**src/rtl/genius_pkg.sv**
```systemverilog
`default_nettype none
// ============================================================================
// Module   : genius_pkg
// Purpose  : Shared types and constants for the Genius/Simon game core:
//            FSM state encoding, LFSR reset value and feedback taps, and the
//            width helpers used to size ports and counters.
// Ports    : none (package)
// Revision : 1.0 - initial release
// ============================================================================
package genius_pkg;

  typedef enum logic [2:0] {
    IDLE     = 3'd0,
    LOAD     = 3'd1,
    SHOW_ON  = 3'd2,
    SHOW_GAP = 3'd3,
    INPUT    = 3'd4,
    ADVANCE  = 3'd5,
    WIN      = 3'd6,
    LOSE     = 3'd7
  } state_e;

  localparam logic [15:0] LFSR_DEFAULT = 16'hACE1;
  // Right-shifting Galois form of x^16 + x^14 + x^13 + x^11 + 1.
  localparam logic [15:0] LFSR_TAPS    = 16'hB400;

  function automatic int idx_width(input int n);
    return (n <= 2) ? 1 : $clog2(n);
  endfunction

  function automatic int lvl_width(input int m);
    return $clog2(m + 1);
  endfunction

  // Counter wide enough for the largest of the three tick budgets.
  function automatic int cnt_width(input int a, input int b, input int c);
    int m;
    m = a;
    if (b > m) m = b;
    if (c > m) m = c;
    return (m < 1) ? 1 : $clog2(m + 1);
  endfunction

endpackage
`default_nettype wire

```
**src/rtl/genius_lfsr.sv**
```systemverilog
`default_nettype none
// ============================================================================
// Module   : genius_lfsr
// Purpose  : 16-bit Galois LFSR used to generate the game sequence.
//            A load of seed 0 is replaced by LFSR_DEFAULT (an all-zero state
//            would lock up). load has priority over step.
// Ports    : clock, reset (sync, active-low)
//            load  - load seed this cycle
//            seed  - 16-bit seed value
//            step  - advance one position
//            symbol- current state modulo NUM_BTN
// Revision : 1.0 - initial release
// ============================================================================
module genius_lfsr
  import genius_pkg::*;
#(
  parameter int NUM_BTN = 4,
  parameter int IDX_W   = idx_width(NUM_BTN)
) (
  input  logic             clock,
  input  logic             reset,
  input  logic             load,
  input  logic [15:0]      seed,
  input  logic             step,
  output logic [IDX_W-1:0] symbol
);

  localparam logic [15:0] NUM_BTN_W = 16'(NUM_BTN);

  logic [15:0] lfsr_q;
  logic [15:0] lfsr_d;

  always_comb begin
    lfsr_d = lfsr_q;
    if (load) begin
      lfsr_d = (seed == 16'h0000) ? LFSR_DEFAULT : seed;
    end else if (step) begin
      lfsr_d = lfsr_q[0] ? ((lfsr_q >> 1) ^ LFSR_TAPS) : (lfsr_q >> 1);
    end
  end

  always_ff @(posedge clock) begin
    if (!reset) begin
      lfsr_q <= LFSR_DEFAULT;
    end else begin
      lfsr_q <= lfsr_d;
    end
  end

  assign symbol = IDX_W'(lfsr_q % NUM_BTN_W);

endmodule
`default_nettype wire

```
**src/rtl/genius_engine.sv**
```systemverilog
`default_nettype none
// ============================================================================
// Module   : genius_engine
// Purpose  : Genius/Simon game core. Fills a sequence memory from a seeded
//            LFSR, shows a growing prefix of it one symbol per window, then
//            checks player presses against it with an input timeout.
// Ports    : clock, reset (sync, active-low)
//            tick        - timebase enable, all timing is in ticks
//            start       - begin a game from IDLE/WIN/LOSE
//            seed        - LFSR seed, sampled on the accepted start
//            btn         - one-cycle press pulses, one bit per button
//            show_valid  - a symbol is being displayed
//            show_symbol - displayed symbol index (0 when not showing)
//            level       - current sequence length
//            progress    - correct presses so far this round
//            busy        - game in progress
//            win / lose  - final status, held until start or reset
// Revision : 1.0 - initial release
// ============================================================================
module genius_engine
  import genius_pkg::*;
#(
  parameter  int NUM_BTN       = 4,
  parameter  int MAX_LEVEL     = 16,
  parameter  int SHOW_TICKS    = 4,
  parameter  int GAP_TICKS     = 1,
  parameter  int TIMEOUT_TICKS = 32,
  localparam int IDX_W         = idx_width(NUM_BTN),
  localparam int LVL_W         = lvl_width(MAX_LEVEL)
) (
  input  logic               clock,
  input  logic               reset,
  input  logic               tick,
  input  logic               start,
  input  logic [15:0]        seed,
  input  logic [NUM_BTN-1:0] btn,
  output logic               show_valid,
  output logic [IDX_W-1:0]   show_symbol,
  output logic [LVL_W-1:0]   level,
  output logic [LVL_W-1:0]   progress,
  output logic               busy,
  output logic               win,
  output logic               lose
);

  localparam int CNT_W = cnt_width(SHOW_TICKS, GAP_TICKS, TIMEOUT_TICKS);

  localparam logic [LVL_W-1:0] LAST_IDX     = LVL_W'(MAX_LEVEL - 1);
  localparam logic [LVL_W-1:0] MAX_LVL      = LVL_W'(MAX_LEVEL);
  localparam logic [LVL_W-1:0] ONE_LVL      = LVL_W'(1);
  localparam logic [CNT_W-1:0] SHOW_LAST    = CNT_W'(SHOW_TICKS - 1);
  localparam logic [CNT_W-1:0] GAP_LAST     = CNT_W'(GAP_TICKS - 1);
  localparam logic [CNT_W-1:0] TIMEOUT_LAST = CNT_W'(TIMEOUT_TICKS - 1);
  localparam logic [CNT_W-1:0] ONE_CNT      = CNT_W'(1);

  state_e             state_q, state_d;
  logic [IDX_W-1:0]   mem_q [MAX_LEVEL];
  logic [IDX_W-1:0]   mem_d [MAX_LEVEL];
  logic [LVL_W-1:0]   idx_q, idx_d;
  logic [LVL_W-1:0]   level_q, level_d;
  logic [LVL_W-1:0]   progress_q, progress_d;
  logic [CNT_W-1:0]   cnt_q, cnt_d;
  logic               show_valid_q, show_valid_d;
  logic [IDX_W-1:0]   show_symbol_q, show_symbol_d;
  logic               win_q, win_d;
  logic               lose_q, lose_d;
  logic               busy_q, busy_d;

  logic               lfsr_load;
  logic               lfsr_step;
  logic [IDX_W-1:0]   lfsr_sym;

  logic [LVL_W-1:0]   idx_next;
  logic [LVL_W-1:0]   prog_next;
  logic [IDX_W-1:0]   prog_sym;
  logic [IDX_W-1:0]   next_sym;
  logic [NUM_BTN-1:0] btn_expect;
  logic               gap_done;

  genius_lfsr #(
    .NUM_BTN (NUM_BTN),
    .IDX_W   (IDX_W)
  ) u_lfsr (
    .clock  (clock),
    .reset  (reset),
    .load   (lfsr_load),
    .seed   (seed),
    .step   (lfsr_step),
    .symbol (lfsr_sym)
  );

  // Sequence memory reads, built as compare-and-select so the index width
  // need not match the memory depth.
  always_comb begin
    idx_next  = idx_q + ONE_LVL;
    prog_next = progress_q + ONE_LVL;
    prog_sym  = '0;
    next_sym  = '0;
    for (int i = 0; i < MAX_LEVEL; i++) begin
      if (progress_q == LVL_W'(i)) prog_sym = mem_q[i];
      if (idx_next == LVL_W'(i))   next_sym = mem_q[i];
    end
    // One-hot pattern of the only press that is accepted right now.
    btn_expect = '0;
    for (int b = 0; b < NUM_BTN; b++) begin
      btn_expect[b] = (prog_sym == IDX_W'(b));
    end
    // A zero-tick gap still occupies one cycle.
    gap_done = (GAP_TICKS == 0) || (tick && (cnt_q == GAP_LAST));
  end

  always_comb begin
    state_d       = state_q;
    mem_d         = mem_q;
    idx_d         = idx_q;
    level_d       = level_q;
    progress_d    = progress_q;
    cnt_d         = cnt_q;
    show_valid_d  = show_valid_q;
    show_symbol_d = show_symbol_q;
    win_d         = win_q;
    lose_d        = lose_q;
    lfsr_load     = 1'b0;
    lfsr_step     = 1'b0;

    case (state_q)
      IDLE, WIN, LOSE: begin
        if (start) begin
          state_d    = LOAD;
          lfsr_load  = 1'b1;
          level_d    = '0;
          progress_d = '0;
          idx_d      = '0;
          cnt_d      = '0;
          win_d      = 1'b0;
          lose_d     = 1'b0;
        end
      end

      LOAD: begin
        lfsr_step = 1'b1;
        for (int i = 0; i < MAX_LEVEL; i++) begin
          if (idx_q == LVL_W'(i)) mem_d[i] = lfsr_sym;
        end
        idx_d = idx_next;
        if (idx_q == LAST_IDX) begin
          // mem_d so that a single-entry sequence shows the value being
          // written this very cycle.
          state_d       = SHOW_ON;
          level_d       = ONE_LVL;
          idx_d         = '0;
          cnt_d         = '0;
          show_valid_d  = 1'b1;
          show_symbol_d = mem_d[0];
        end
      end

      SHOW_ON: begin
        if (tick) begin
          if (cnt_q == SHOW_LAST) begin
            state_d       = SHOW_GAP;
            cnt_d         = '0;
            show_valid_d  = 1'b0;
            show_symbol_d = '0;
          end else begin
            cnt_d = cnt_q + ONE_CNT;
          end
        end
      end

      SHOW_GAP: begin
        if (gap_done) begin
          cnt_d = '0;
          idx_d = idx_next;
          if (idx_next < level_q) begin
            state_d       = SHOW_ON;
            show_valid_d  = 1'b1;
            show_symbol_d = next_sym;
          end else begin
            state_d    = INPUT;
            progress_d = '0;
          end
        end else if (tick) begin
          cnt_d = cnt_q + ONE_CNT;
        end
      end

      INPUT: begin
        // A press outranks a simultaneous tick.
        if (btn != '0) begin
          if (btn == btn_expect) begin
            progress_d = prog_next;
            cnt_d      = '0;
            if (prog_next == level_q) state_d = ADVANCE;
          end else begin
            state_d = LOSE;
            lose_d  = 1'b1;
          end
        end else if (tick) begin
          if (cnt_q == TIMEOUT_LAST) begin
            state_d = LOSE;
            lose_d  = 1'b1;
          end else begin
            cnt_d = cnt_q + ONE_CNT;
          end
        end
      end

      ADVANCE: begin
        if (level_q == MAX_LVL) begin
          state_d = WIN;
          win_d   = 1'b1;
        end else begin
          state_d       = SHOW_ON;
          level_d       = level_q + ONE_LVL;
          idx_d         = '0;
          cnt_d         = '0;
          show_valid_d  = 1'b1;
          show_symbol_d = mem_d[0];
        end
      end

      default: begin
        state_d = IDLE;
      end
    endcase

    busy_d = !(state_d inside {IDLE, WIN, LOSE});
  end

  always_ff @(posedge clock) begin
    if (!reset) begin
      state_q       <= IDLE;
      mem_q         <= '{default: '0};
      idx_q         <= '0;
      level_q       <= '0;
      progress_q    <= '0;
      cnt_q         <= '0;
      show_valid_q  <= 1'b0;
      show_symbol_q <= '0;
      win_q         <= 1'b0;
      lose_q        <= 1'b0;
      busy_q        <= 1'b0;
    end else begin
      state_q       <= state_d;
      mem_q         <= mem_d;
      idx_q         <= idx_d;
      level_q       <= level_d;
      progress_q    <= progress_d;
      cnt_q         <= cnt_d;
      show_valid_q  <= show_valid_d;
      show_symbol_q <= show_symbol_d;
      win_q         <= win_d;
      lose_q        <= lose_d;
      busy_q        <= busy_d;
    end
  end

  assign show_valid  = show_valid_q;
  assign show_symbol = show_symbol_q;
  assign level       = level_q;
  assign progress    = progress_q;
  assign busy        = busy_q;
  assign win         = win_q;
  assign lose        = lose_q;

endmodule
`default_nettype wire

```
**config.mk**
```make
export PLATFORM = sky130hd
export DESIGN_NAME = genius_engine
export DESIGN_NICKNAME = d
export VERILOG_FILES = /design/src/rtl/genius_pkg.sv /design/src/rtl/genius_lfsr.sv /design/src/rtl/genius_engine.sv
export SDC_FILE = /design/constraint.sdc
export NUM_CORES = 1
export LEC_CHECK = 0
export CORE_UTILIZATION = 45
export CTS_BUF_LIST = sky130_fd_sc_hd__clkbuf_2 sky130_fd_sc_hd__clkbuf_4 sky130_fd_sc_hd__clkbuf_8
export CTS_CLUSTER_DIAMETER = 50
export DETAILED_ROUTE_END_ITERATION = 10
export DONT_BUFFER_PORTS = 1
export SKIP_CTS_REPAIR_TIMING = 1
export SLEW_MARGIN = 20
export SYNTH_ARGS = -nofsm -noshare
export SYNTH_HDL_FRONTEND = slang
export SYNTH_SLANG_ARGS = --single-unit
```
**constraint.sdc**
```tcl
create_clock -name clock -period 8.3 [get_ports clock]
set_clock_uncertainty 0.15 [all_clocks]
set_input_delay 1.245 -clock clock [delete_from_list [all_inputs] [get_ports clock]]
set_output_delay 1.245 -clock clock [all_outputs]
set_load 0.02 [all_outputs]
```
==> out/qor.csv, run 1 <==
stage,metric,value,unit
status,outcome,"complete, no violations",
floorplan,die_x,109.7,um
pwr,p_switching,233.5,uW
synth,ys_warn_count,0,
floorplan,rows,38,
synth,synth_top_family_by_area,simple AND/OR/NAND/NOR gates,
synth,ys_types,63,
floorplan,ioPinCount,40,
synth,synthesis.nets,771,
setup_path,ff2ff_setup_slack,4420,ps
route,vias,5259,
worst_hold_path,min_to,u_lfsr.lfsr_q[8],
synth,syn_inst,727,
timing,slew_headroom,32.09,%
setup_path,critical_path_required,8430,ps
grt,grt_pass1_wl,24350,um
synth,synth_top_area_cell,dfxtp_1,
clock_tree,htreeDepth,3,
timing,grt_setup_unrepaired,false,
grt,antenna_found_initial,0,
synth,synth_compound_area_share,24.63,%
placement,io_buffers,0,
timing,period_share,46.79,%
route,drt-pass1-iter-count,5,
route,detail_route.vias_per_cell,6.276,
route,drt_iter0_drc,436,
route,antenna_left,0,
synth,yosysSeqAreaShare,29.93,%
pwr,p_leak,0.001941,uW
flow_run,maxCapViolations,0,
placement,dp_hpwl,11120,um
pwr,p_int,534.9,uW
clock_tree,cts_buffer_depth,2,
route,drt_wl_total,15630,um
grt,grt_util_all_layers,26.75,%
timing,fmax,0.2575,GHz
synth,synth_mux_area_share,2.686,%
worst_hold_path,hold_class,register to register,
synth,yosysMostFrequentCell,nand2_1,
synth,synth-edff-count,0,
setup_path,cp-end-kind,register,
clock_tree,clock_latency,380,ps
setup_path,critPathMaxFanout,19,
setup_path,setup.worst_path.class,register to register,
synth,yosys.area_share.adder,4.796,%
route,post_drt_wl_per_cell,18.65,um
pwr,vdd_drop_max,0.1015,mV
synth,synthSimpleGateAreaFrac,28.87,%
clock_tree,cts-root-buf,clkbuf_8,
cells_and_area,area_growth,3.621,%
synth,ys_top_cells_by_count,"nand2_1, dfxtp_1, nor2_1, a21oi_1, nand3_1",
setup_path,worstPathArrival,4010,ps
pwr,swShare,30.39,%
synth,netlist.area_leader.share,29.93,%
floorplan,dieArea,12030,um2
worst_hold_path,min_from,u_lfsr.lfsr_q[8],
route,drt_drc_violations_left,0,
clock_tree,cts_buffers,9,
grt,grt_pass1_vias,4701,
synth,yosys_register_bits,78,
timing,drv_slew,0,
synth,synth_xor_area_share,2.518,%
synth,syn-cell-area,5218,um2
setup_path,start_kind,register,
timing,period_minus_slack,3883,ps
floorplan,coreArea,11080,um2
clock_tree,cts_tree,built,
cells_and_area,finish.net_count,737,
cells_and_area,diodes,0,
synth,synth_area_leaders,"dfxtp_1, nand2_1, a21oi_1, nor2_1, ha_1",
worst_hold_path,min_delay_path_depth,2,
clock_tree,cts_num_sinks,78,
setup_path,r2r_start,progress[0],
floorplan,fp.dieH,109.7,um
pwr,pwr-share-clk,37.2,%
timing,hold_viol,0,
cells_and_area,final_layout_size_suffix_gt1_share,4.441,%
synth,ys.flop_type,dfxtp_1,
pwr,p_comb_share,10.2,%
grt,gr-total-overflow,0,
placement,gp_congestion,0.8414,
synth,async_reset_ff_share,0,%
setup_path,rr_endpoint,cnt_q[4],
cells_and_area,design_area,5406,um2
synth,syn_area_per_cell,7.177,um2
floorplan,initial_core_util,47.10,%
placement,place_area,5219,um2
timing,setup_viol,0,
pwr,seqPwrFrac,52.5,%
timing,tns,0,ps
timing,worst_pin_slew,1017,ps
setup_path,r2r_cells,11,
clock_tree,cts.reportedPaths.clkPinSlew,90,ps
pwr,power.density,142.1,nW/um2
grt,grt_max_degree,43,
## state kept, by name, summed over array words and instances, names as in the netlist
signal,cells
mem_q,32
win,1
state_q,3
lose,1
level,5
show_symbol,2
progress,5
u_lfsr.lfsr_q,16
busy,1
idx_q,5
cnt_q,6
show_valid,1
## stage by stage
step	power, uW	instances	utilization (%)	hold WS (ps)	setup slack, ps
2_1_floorplan	469.6	727	-	286.3	4923
3_3_place_gp	486.4	822	47.11	294.9	4573
3_5_place_dp	489.2	822	47.11	300.0	4436
4_1_cts	771.4	838	48.80	313.1	4426
5_1_grt	800.4	838	48.80	344.8	4221
6_report	768.4	838	48.80	312.6	4417
## cell usage in the layout, fill, tap and decap left out, types with 4 or more instances in the layout
cell | synthesis | routed
and3_1 | 5 | 5
nor2_1 | 77 | 77
inv_1 | 35 | 35
dfxtp_1 | 78 | 78
xor2_1 | 5 | 5
xnor2_1 | 10 | 10
nand3b_1 | 7 | 7
o22ai_1 | 7 | 7
a221oi_1 | 4 | 4
buf_4 | 0 | 5
nand2_1 | 104 | 104
o21ai_0 | 40 | 40
nor3_1 | 20 | 20
nand4_1 | 10 | 10
o2111ai_1 | 4 | 4
o221ai_1 | 12 | 12
nand3_1 | 47 | 47
nor4_1 | 7 | 7
nand2b_1 | 8 | 8
nor3b_1 | 7 | 7
nor2b_1 | 9 | 9
mux2i_1 | 14 | 14
a31oi_1 | 8 | 8
clkbuf_8 | 0 | 10
ha_1 | 20 | 20
a21oi_1 | 68 | 68
a32o_1 | 5 | 5
and2_1 | 7 | 7
inv_6 | 0 | 4
a21o_1 | 6 | 6
## cell type report
type / instances / area (um2)
clock inverter: 6 / 50.05
timing repair buffer: 5 / 37.54
multi-input combinational: 564 / 3313
clock buffer: 10 / 137.6
tap: 140 / 175.2
fill: 1111 / 5672
sequential: 78 / 1562
inverter: 35 / 131.4
## cells by family (layout without fill, tap and decap cells)
family | after synthesis | count (layout)
muxes | 14 | 14
xor gates and xnor gates | 15 | 15
adders and majority gates | 20 | 20
buffers and inverters | 85 | 56
AOI/OAI and AO/OA | 197 | 197
DFF | 78 | 78
and+or+nand+nor | 318 | 318
## worst max-delay path by stage
stage	start	end	slack [ps]	cells after the start
finish	progress[0]	cnt_q[4]	4420	11
detailed placement	progress[0]	cnt_q[4]	4440	11
global placement	progress[0]	cnt_q[4]	4570	11
CTS	progress[0]	cnt_q[4]	4430	11
floorplan	progress[0]	cnt_q[3]	4920	12
global route	progress[0]	cnt_q[3]	4220	11
## per-layer routing
layer,track usage (%),routed length (um)
met1,34.55,6895
met3,5.216,1013
met2,42.63,7191
met5,0,0
met4,13.05,529
## worst max-delay path, cell delays in order (launching register included)
cell	delay, ps
dfxtp_1	600
inv_1	160
ha_1	440
nand3b_4	240
a2111o_1	370
a21o_1	180
a2111o_1	440
and4b_1	220
o211ai_2	290
nand3_4	180
o211a_4	290
a32o_1	220
## power groups by stage
stage / combinational, uW / sequential [uW] / clock, uW
after global placement: 75.0 / 411 / 0
final: 78.6 / 404 / 286
after global routing: 87.9 / 405 / 307
after floorplan: 69.7 / 400 / 0
after CTS: 77.9 / 403 / 290
after detailed placement: 77.3 / 412 / 0
No activity file was read; power rests on OpenSTA's default activity.
==> run 2: changes to the inputs <==
==> constraint.sdc (replaced) <==
create_clock -name clock -period 3.95 [get_ports clock]
set_clock_uncertainty 0.15 [all_clocks]
set_input_delay 0.5925 -clock clock [delete_from_list [all_inputs] [get_ports clock]]
set_output_delay 0.5925 -clock clock [all_outputs]
set_load 0.02 [all_outputs]
==> out/qor.csv, run 2 (same netlist as run 1, synthesis figures left out) <==
stage,metric,value,unit,change
timing,setup_viol,0,,unchanged
grt,grt_pass1_vias,4825,,was 4701
cells_and_area,diodes,0,,unchanged
route,post_drt_wl_per_cell,18.16,um,was 18.65 um
route,top_layer_used,met4,,unchanged
setup_path,rr_endpoint,cnt_q[5],,was cnt_q[4]
cells_and_area,area_growth,5.036,%,was 3.621%
clock_tree,cts_buffer_depth,2,,unchanged
clock_tree,cts-root-buf,clkbuf_8,,unchanged
timing,slew_headroom,34.12,%,was 32.09%
route,vias,5162,,was 5259
setup_path,critical_path_required,4060,ps,was 8430 ps
route,drt_drc_violations_left,0,,unchanged
status,outcome,"complete, no violations",,unchanged
placement,gp_congestion,0.8638,,was 0.8414
floorplan,ioPinCount,40,,unchanged
floorplan,dieArea,12030,um2,unchanged
timing,worst_pin_slew,986.8,ps,was 1017 ps
route,drt_iter0_drc,406,,was 436
pwr,vdd_drop_max,0.2967,mV,was 0.1015 mV
timing,setup_ws,305.6,ps,was 4417 ps
cells_and_area,final_util,49.47,%,was 48.80%
cells_and_area,final_cell_mix,"nand2_1, dfxtp_1, nor2_1, a21oi_1, nand3_1",,unchanged
floorplan,initial_core_util,47.10,%,unchanged
timing,holdWs,170.7,ps,was 312.6 ps
timing,tns,0,ps,unchanged
grt,grt_pass1_wl,25160,um,was 24350 um
floorplan,coreArea,11080,um2,unchanged
pwr,power.density,300.6,nW/um2,was 142.1 nW/um2
clock_tree,cts_buffers,9,,unchanged
clock_tree,htreeDepth,3,,unchanged
setup_path,crit_start,progress[1],,was progress[0]
timing,period_minus_slack,3644,ps,was 3883 ps
route,antenna_left,0,,unchanged
setup_path,ff2ff_setup_slack,310,ps,was 4420 ps
grt,grt_max_degree,46,,was 43
clock_tree,clock_latency,360,ps,was 380 ps
worst_hold_path,min_delay_path_depth,1,,was 2
setup_path,crit_path_end,cnt_q[5],,was cnt_q[4]
clock_tree,cts.reportedPaths.clkPinSlew,80,ps,was 90 ps
setup_path,worstPathArrival,3760,ps,was 4010 ps
floorplan,rows,38,,unchanged
clock_tree,cts_tree,built,,unchanged
timing,fmax,0.2744,GHz,was 0.2575 GHz
setup_path,cp-end-kind,register,,unchanged
setup_path,start_kind,register,,unchanged
setup_path,r2r_start,progress[1],,was progress[0]
route,detail_route.vias_per_cell,6.109,,was 6.276
cells_and_area,final_layout_size_suffix_gt1_share,5.390,%,was 4.441%
cells_and_area,top_register,mem_q,,unchanged
floorplan,fp.dieH,109.7,um,unchanged
clock_tree,cts_num_sinks,78,,unchanged
worst_hold_path,hold_class,primary input to register,,was register to register
grt,grt_util_all_layers,27.27,%,was 26.75%
timing,period_share,92.26,%,was 46.79%
floorplan,die_x,109.7,um,unchanged
timing,drv_slew,0,,unchanged
route,dr_wl_met3,1052,um,was 1013 um
timing,grt_setup_unrepaired,false,,unchanged
grt,gr-total-overflow,0,,unchanged
placement,place_worst_setup_slack,341.5,ps,was 4436 ps
flow_run,maxCapViolations,0,,unchanged
cells_and_area,top_regs,"mem_q (32), u_lfsr.lfsr_q (16), cnt_q (6)",,unchanged
setup_path,r2r_cells,11,,unchanged
route,wl_met2,6941,um,was 7191 um
placement,io_buffers,0,,unchanged
cells_and_area,finish.net_count,744,,was 737
route,drt_wl_total,15350,um,was 15630 um
setup_path,critPathMaxFanout,12,,was 19
setup_path,setup.worst_path.class,register to register,,unchanged
cells_and_area,largest_reg_flops,32,,unchanged
grt,antenna_found_initial,0,,unchanged
timing,hold_viol,0,,unchanged
pwr,p_leak,0.001996,uW,was 0.001941 uW
route,drt-pass1-iter-count,7,,was 5
placement,dp_hpwl,11070,um,was 11120 um
route,wl_met1,6855,um,was 6895 um
cells_and_area,layout_commonest_cell,nand2_1,,unchanged
run 2: per-stage QoR:
stage	power, uW	cell area, um2	cells
2_1_floorplan	986.7	5218	727
3_3_place_gp	1022	5271	829
3_5_place_dp	1026	5271	829
4_1_cts	1660	5480	845
5_1_grt	1724	5480	845
6_report	1647	5480	845
run 2: area by class of cell:
| class | count | area (um2) |
|---|---|---|
| Clock buffer | 13 | 166.4 |
| Clock inverter | 3 | 42.54 |
| Fill cell | 1135 | 5598 |
| Inverter | 35 | 131.4 |
| Multi-Input combinational cell | 564 | 3313 |
| Sequential cell | 78 | 1562 |
| Tap cell | 140 | 175.2 |
| Timing Repair Buffer | 12 | 90.09 |
run 2: worst max-delay path, stage by stage, from the launching register on:
cell	delay (ps)
dfxtp_1	550
inv_1	110
ha_1	380
and3b_1	280
o2111ai_1	120
a221o_1	340
a2111o_1	410
and4b_1	230
o211ai_2	280
nand3_4	180
o211a_4	290
a32o_1	210
run 2: layer usage:
metal | GRT usage, % | vias up
li1 | - | 2542
met1 | 35.64 | 2425
met2 | 42.54 | 164
met3 | 7.113 | 31
met4 | 11.14 | 0
met5 | 0 | -
run 2: how the worst min path moves through the flow:
stage                            startpoint           endpoint  slack [ps]
after CTS                             reset  u_lfsr.lfsr_q[11]         140
after global routing                  reset  u_lfsr.lfsr_q[11]         140
after detailed placement  u_lfsr.lfsr_q[12]  u_lfsr.lfsr_q[11]         310
after global placement            mem_q[25]          mem_q[25]         290
final                                 reset  u_lfsr.lfsr_q[15]         170
after floorplan                   mem_q[25]          mem_q[25]         290
run 2: where the power goes:
group | leakage [uW] | internal, uW | switching (uW)
Combinational | 0.00126 | 62.2 | 102
Clock | 0.000106 | 340 | 296
Sequential | 0.000634 | 808 | 39.0
Total | 0.00200 | 1210 | 437
